### config.mk
export PLATFORM = sky130hd
export DESIGN_NAME = rgb_to_luma_flat
export DESIGN_NICKNAME = d
export VERILOG_FILES = /design/src/rtl/rgb_to_luma_if.sv /design/src/rtl/rgb_to_luma.sv /design/src/flat_wrapper.sv
export SDC_FILE = /design/constraint.sdc
export NUM_CORES = 1
export LEC_CHECK = 0
export CAP_MARGIN = 10
export CORE_MARGIN = 1
export CORE_UTILIZATION = 50
export CTS_CLUSTER_SIZE = 20
export DETAILED_ROUTE_END_ITERATION = 8
export PLACE_DENSITY = 0.78
export SYNTH_ARGS = -nofsm -noshare
export SYNTH_HDL_FRONTEND = slang
export SYNTH_SLANG_ARGS = --single-unit
export TNS_END_PERCENT = 20
### constraint.sdc
create_clock -name clk -period 4.6 [get_ports clk]
set_input_delay 0.46 -clock clk [delete_from_list [all_inputs] [get_ports clk]]
set_output_delay 0.46 -clock clk [all_outputs]
set_load 0.01 [all_outputs]
### src/rtl/rgb_to_luma_if.sv
// Pixel-stream bundle between the RGB source and the luma stage: colour/sync in, luma/sync/geometry out.
// Timing and backpressure are set by rgb_to_luma (fixed 3 cycles, never stalls).
interface rgb_to_luma_if;
   logic [7:0]  r_i;
   logic [7:0]  g_i;
   logic [7:0]  b_i;
   logic        dv_i;
   logic        hs_i;
   logic        vs_i;
   logic [7:0]  y_o;
   logic        dv_o;
   logic        hs_o;
   logic        vs_o;
   logic [10:0] cols_o;
   logic [9:0]  rows_o;
   logic        geom_err_o;

   modport master (
      output r_i, g_i, b_i, dv_i, hs_i, vs_i,
      input  y_o, dv_o, hs_o, vs_o, cols_o, rows_o, geom_err_o
   );

   modport slave (
      input  r_i, g_i, b_i, dv_i, hs_i, vs_i,
      output y_o, dv_o, hs_o, vs_o, cols_o, rows_o, geom_err_o
   );
endinterface

### src/rtl/rgb_to_luma.sv
// RGB888 -> 8-bit luma with syncs delayed to match, plus frame-geometry monitor.
// Latency 3 cycles, 1 pixel/clk, no backpressure (never stalls).
module rgb_to_luma #(
   parameter int ACT_COLS = 1600,
   parameter int ACT_ROWS = 900
) (
   input logic          clk,
   input logic          rst,
   rgb_to_luma_if.slave bus
);
   typedef enum logic {UNSYNC, SYNC} state_t;

   state_t      state, state_nxt;
   logic [15:0] prod_r, prod_g, prod_b;
   logic [16:0] sum;
   logic [2:0]  dv_d, hs_d, vs_d;
   logic        hs_prev, vs_prev;
   logic        hs_rise, vs_rise;
   logic [10:0] pix_cnt, pix_inc;
   logic [9:0]  line_cnt, line_cnt_nxt;
   logic        line_bad, line_bad_nxt;
   logic        line_close;

   assign hs_rise = bus.hs_i & ~hs_prev;
   assign vs_rise = bus.vs_i & ~vs_prev;

   assign bus.dv_o = dv_d[2];
   assign bus.hs_o = hs_d[2];
   assign bus.vs_o = vs_d[2];

   // A line closes on hs rise, or on vs rise if still pending; this cycle's pixel counts first.
   always_comb begin
      state_nxt    = state;
      line_cnt_nxt = line_cnt;
      line_bad_nxt = line_bad;
      pix_inc      = (bus.dv_i && pix_cnt != 11'h7FF) ? pix_cnt + 11'd1 : pix_cnt;
      line_close   = (hs_rise | vs_rise) && (pix_inc != 11'd0);
      if (line_close) begin
         if (line_cnt != 10'h3FF)
            line_cnt_nxt = line_cnt + 10'd1;
         if (pix_inc != 11'(ACT_COLS))
            line_bad_nxt = 1'b1;
      end
      if (vs_rise && state == UNSYNC)
         state_nxt = SYNC;
   end

   always_ff @(posedge clk) begin
      if (rst) begin
         state          <= UNSYNC;
         prod_r         <= '0;
         prod_g         <= '0;
         prod_b         <= '0;
         sum            <= '0;
         dv_d           <= '0;
         hs_d           <= '0;
         vs_d           <= '0;
         bus.y_o        <= '0;
         hs_prev        <= 1'b0;
         vs_prev        <= 1'b0;
         pix_cnt        <= '0;
         line_cnt       <= '0;
         line_bad       <= 1'b0;
         bus.cols_o     <= '0;
         bus.rows_o     <= '0;
         bus.geom_err_o <= 1'b0;
      end else begin
         state   <= state_nxt;
         prod_r  <= 16'(bus.r_i) * 16'd77;
         prod_g  <= 16'(bus.g_i) * 16'd150;
         prod_b  <= 16'(bus.b_i) * 16'd29;
         sum     <= 17'(prod_r) + 17'(prod_g) + 17'(prod_b) + 17'd128;
         dv_d    <= {dv_d[1:0], bus.dv_i};
         hs_d    <= {hs_d[1:0], bus.hs_i};
         vs_d    <= {vs_d[1:0], bus.vs_i};
         bus.y_o <= dv_d[1] ? 8'(sum >> 8) : 8'd0;
         hs_prev <= bus.hs_i;
         vs_prev <= bus.vs_i;
         pix_cnt <= (hs_rise | vs_rise) ? 11'd0 : pix_inc;
         if (line_close)
            bus.cols_o <= pix_inc;
         if (vs_rise) begin
            line_cnt <= '0;
            line_bad <= 1'b0;
            // The frame before the first vs was seen only partially, so it is not reported.
            if (state == SYNC) begin
               bus.rows_o     <= line_cnt_nxt;
               bus.geom_err_o <= (line_cnt_nxt != 10'(ACT_ROWS)) | line_bad_nxt;
            end
         end else begin
            line_cnt <= line_cnt_nxt;
            line_bad <= line_bad_nxt;
         end
      end
   end
endmodule
### src/flat_wrapper.sv
// flat-port wrapper written by rule: the top's interface ports become plain ports
module rgb_to_luma_flat 
#(
   parameter int ACT_COLS = 1600,
   parameter int ACT_ROWS = 900
)
  (clk, rst, bus_r_i, bus_g_i, bus_b_i, bus_dv_i, bus_hs_i, bus_vs_i, bus_y_o, bus_dv_o, bus_hs_o, bus_vs_o, bus_cols_o, bus_rows_o, bus_geom_err_o);
  rgb_to_luma_if bus_i ();
  input logic clk;
  input logic rst;
  input wire logic [$bits(bus_i.r_i)-1:0] bus_r_i;
  input wire logic [$bits(bus_i.g_i)-1:0] bus_g_i;
  input wire logic [$bits(bus_i.b_i)-1:0] bus_b_i;
  input wire logic [$bits(bus_i.dv_i)-1:0] bus_dv_i;
  input wire logic [$bits(bus_i.hs_i)-1:0] bus_hs_i;
  input wire logic [$bits(bus_i.vs_i)-1:0] bus_vs_i;
  output wire logic [$bits(bus_i.y_o)-1:0] bus_y_o;
  output wire logic [$bits(bus_i.dv_o)-1:0] bus_dv_o;
  output wire logic [$bits(bus_i.hs_o)-1:0] bus_hs_o;
  output wire logic [$bits(bus_i.vs_o)-1:0] bus_vs_o;
  output wire logic [$bits(bus_i.cols_o)-1:0] bus_cols_o;
  output wire logic [$bits(bus_i.rows_o)-1:0] bus_rows_o;
  output wire logic [$bits(bus_i.geom_err_o)-1:0] bus_geom_err_o;
  assign bus_i.r_i = bus_r_i;
  assign bus_i.g_i = bus_g_i;
  assign bus_i.b_i = bus_b_i;
  assign bus_i.dv_i = bus_dv_i;
  assign bus_i.hs_i = bus_hs_i;
  assign bus_i.vs_i = bus_vs_i;
  assign bus_y_o = bus_i.y_o;
  assign bus_dv_o = bus_i.dv_o;
  assign bus_hs_o = bus_i.hs_o;
  assign bus_vs_o = bus_i.vs_o;
  assign bus_cols_o = bus_i.cols_o;
  assign bus_rows_o = bus_i.rows_o;
  assign bus_geom_err_o = bus_i.geom_err_o;
  rgb_to_luma #(.ACT_COLS(ACT_COLS), .ACT_ROWS(ACT_ROWS)) u_core (.clk(clk), .rst(rst), .bus(bus_i));
endmodule
==> impl_metrics.py <==
metrics = {
    "outcome": {
        "status": "completed",
    },
    "timing": {
        "slew_viol_final": 0,
        "relSlewSlack_pct": 51.45,
        "fin_ws_ns": 0.8641,
        "max_freq_mhz": 267.7,
        "hold_viol": 0,
        "fin_crit_ns": 3.736,
        "worstMarginPinSlew_ns": 0.7282,
        "tns_ns": 0,
        "fin_crit_sh_pct": 81.21,
        "grt_setup_unrepaired": "no",
        "setup_violations": 0,
        "clock_skew_ns": 0.01021,
    },
    "finish": {
        "finalNetCount": 1021,
        "area_growth_pct": 18.29,
        "fill_cells": 1156,
        "register_area_um2": 2262,
        "design_area_um2": 8708,
        "multi_input_area_um2": 4721,
        "drive_above_1_share_pct": 6.310,
        "antennaDiodeCount": 0,
        "layoutNonFillerInstCount": 1020,
    },
    "logic_synthesis": {
        "synthMuxAreaShare_pct": 1.037,
        "synth_top_family_by_area": "adder cells",
        "synthAdderAreaFrac_pct": 31.92,
        "synth-compound-area-share_pct": 9.721,
        "synth-seq-area-share_pct": 30.73,
        "ys.flop_type": "dfxtp_1",
        "syn_nets": 960,
        "synth_seq_cells": 113,
        "synth_xor_area_share_pct": 5.235,
        "synth-simple-area-share_pct": 16.21,
        "syn_avg_cell_area_um2": 9.611,
        "netlist-cell-type-count": 60,
        "syn_inst": 766,
        "yosys_warnings": 0,
        "synth_edf_count": 0,
        "syn_area_um2": 7362,
        "ys_async_sr_fraction_pct": 0,
    },
    "place": {
        "portBuffers": 61,
        "dp_hpwl_mm": 10.56,
        "gp_congestion": 0.8808,
        "postPlaceCellArea_um2": 8110,
        "dp_cells": 988,
        "post-place-ws_ns": 0.4429,
    },
    "cts": {
        "cts-htree-levels": 4,
        "numClockSinks": 113,
        "cts_tree": "yes",
        "clock_path_buffers": 2,
        "cts_setup_buffers": 0,
        "clk_latency_ns": 0.41,
        "cts-root-buf": "clkbuf_16",
        "cts_buffers": 17,
        "path_clk_slew_ns": 0.05,
        "cts_hold_buf": 0,
        "cts_resized": 0,
    },
    "critical_path": {
        "startpoint_type": "primary input",
        "cp.arrival_ns": 4.01,
        "worstSetupPathDepth": 16,
        "crit_type": "in2reg",
        "path_max_fanout": 4,
        "cp-end-kind": "register",
        "worstPathCellList": "clkdlybuf4s50_1, ha_1, ha_1, ha_1, inv_1, fa_1, inv_1, ha_1, inv_1, o21bai_1, a21oi_1, o21bai_1, a21oi_1, o21ai_0, a211oi_1, nor3_1",
        "critPathTopFamily": "adder cells",
        "worst-path-buf-inv": 4,
        "crit_path_top_delay_cell": "clkdlybuf4s50_1",
        "cpPeakStageDelay_ns": 0.59,
        "cp_common_cell": "ha_1",
        "required_ns": 4.87,
        "r2r_cells": 10,
    },
    "route": {
        "viasPerCell": 5.242,
        "wl_mm": 13.70,
        "wl_per_cell_um": 13.44,
        "drcViolationCount": 0,
        "first_iter_violations": 313,
        "vias": 5347,
        "first_pass_iters": 5,
        "ant_nets": 0,
    },
    "power_and_ir_drop": {
        "switchingPower_mw": 1.342,
        "combPwrFrac_pct": 38.5,
        "leakagePower_nw": 3.962,
        "peakVddDrop_uv": 309.7,
        "p_per_area_nw_per_um2": 469.4,
        "power.internal_mw": 2.745,
        "clkPwrFrac_pct": 32.0,
        "p_seq_share_pct": 29.6,
        "power_switching_share_pct": 32.84,
        "design_power_total_mw": 4.088,
    },
    "min_path": {
        "whs_path_depth": 1,
        "hold_path_class": "reg2reg",
    },
    "global_routing": {
        "gr-usage-met3_pct": 3.552,
        "antenna_found_initial": 0,
        "grt_pass1_wl_mm": 23.49,
        "first_global_vias": 5217,
        "grt_overflow": 0,
        "grt_usage_pct": 19.75,
        "busiest_layer": "met2",
        "use_met2_pct": 34.46,
        "grtUsageMet1_pct": 24.09,
        "grt_max_degree": 55,
    },
    "floorplanning": {
        "rows": 43,
        "die_height_um": 123.3,
        "fp.dieArea_um2": 15210,
        "io-pin-count": 62,
        "die_w_um": 123.3,
        "initial_core_util_pct": 52.23,
        "core_area_um2": 14100,
    },
    "run": {
        "maxCapViolations": 0,
    },
}
## synthesized netlist by cell type (5+ instances only)
cell type	count	area share, %
nand4_1	7	0.59
o21bai_1	13	1.3
fa_1	38	10
ha_1	127	22
nand2_1	16	0.82
nand3_1	13	0.88
and3_1	5	0.42
o21ai_0	12	0.82
nor2b_1	24	2.0
clkbuf_1	12	0.61
a211oi_1	20	2.0
a21o_1	6	0.61
dfxtp_1	113	31
nor2_1	104	5.3
xnor2_1	30	3.6
inv_1	75	3.8
a21oi_1	39	2.7
xor2_1	14	1.7
nor3_1	18	1.2
and2_1	14	1.2
nand2b_1	5	0.42
## worst register-to-register path, delay by kind of cell (launching register included)
family	cells	cell delay, ns
AO/OA/AOI/OAI	6	1.75
adder cells (fa/ha/maj)	1	0.31
flip-flops	1	0.44
AND/OR/NAND/NOR	3	0.72
## logic make-up (layout without fill, tap and decap cells)
group / after synthesis / in the layout
xor gates and xnor gates: 44 / 44
muxes: 7 / 7
buffers and inverters: 96 / 170
AOI/OAI and AO/OA: 110 / 110
and+or+nand+nor: 231 / 231
DFF: 113 / 113
adders and majority gates: 165 / 165
## per-stage QoR
stage          utilization (%)  hold slack, ns
3_3_place_gp             57.54          0.4086
6_report                 61.78          0.4181
4_1_cts                  61.78          0.4189
3_5_place_dp             57.54          0.4113
5_1_grt                  61.78          0.4280
2_1_floorplan                -          0.4057
## sequential cells by signal (all words and copies together), names as in the netlist, 3 cells and up
signal and count:
u_core.dv_d 3, u_core.bus.rows_o 10, u_core.vs_d 3, u_core.line_cnt 10
u_core.pix_cnt 11, u_core.bus.cols_o 11, u_core.prod_g 15, u_core.bus.y_o 8
u_core.prod_b 13, u_core.prod_r 15, u_core.hs_d 3, u_core.sum 8
## final timing paths
path	from	to	slack [ns]
worst max-delay path	bus_g_i[5]	u_core.prod_g[15]$_SDFF_PP0_	0.86
worst min-delay path	u_core.sum[11]$_SDFF_PP0_	u_core.bus.y_o[3]$_SDFF_PP0_	0.42
worst max register to register	u_core.pix_cnt[0]$_SDFF_PP0_	u_core.bus.geom_err_o$_SDFFE_PP0P_	1.28
worst min register to register	u_core.sum[11]$_SDFF_PP0_	u_core.bus.y_o[3]$_SDFF_PP0_	0.42
## per-layer routing
layer / wire length (um) / up-vias / part of all wire [%]
met2: 6664 / 130 / 49
met3: 428 / 29 / 3.1
li1: - / 2727 / -
met4: 301 / 0 / 2.2
met5: 0 / - / 0
met1: 6309 / 2461 / 46
## power by group through the flow
stage	clock (mW)	sequential [mW]	combinational [mW]
floorplan	0	1.21	1.21
global placement	0	1.22	1.51
detailed placement	0	1.23	1.53
CTS	1.33	1.21	1.58
global route	1.38	1.22	1.83
finish	1.31	1.21	1.57
## placed cells by master, fill, tap and decap left out, drive strengths merged, types with 17 or more instances in the layout
master | netlist | final
inv | 75 | 75
dfxtp | 113 | 113
fa | 38 | 38
nor3 | 19 | 19
nor2 | 104 | 104
xnor2 | 30 | 30
a211oi | 20 | 20
clkbuf | 12 | 22
ha | 127 | 127
a21oi | 39 | 39
nor2b | 24 | 24
nand2 | 17 | 17
clkdlybuf4s50 | 0 | 60
## layout make-up
type	count	area share, %
multi-input cells	557	54.21
flip-flops and latches	113	25.98
repair buffers	63	7.126
clock buffers	22	5.330
inverters	75	3.233
well taps	180	2.586
clock inverters	10	1.537
(Power assumes the default switching activity.)
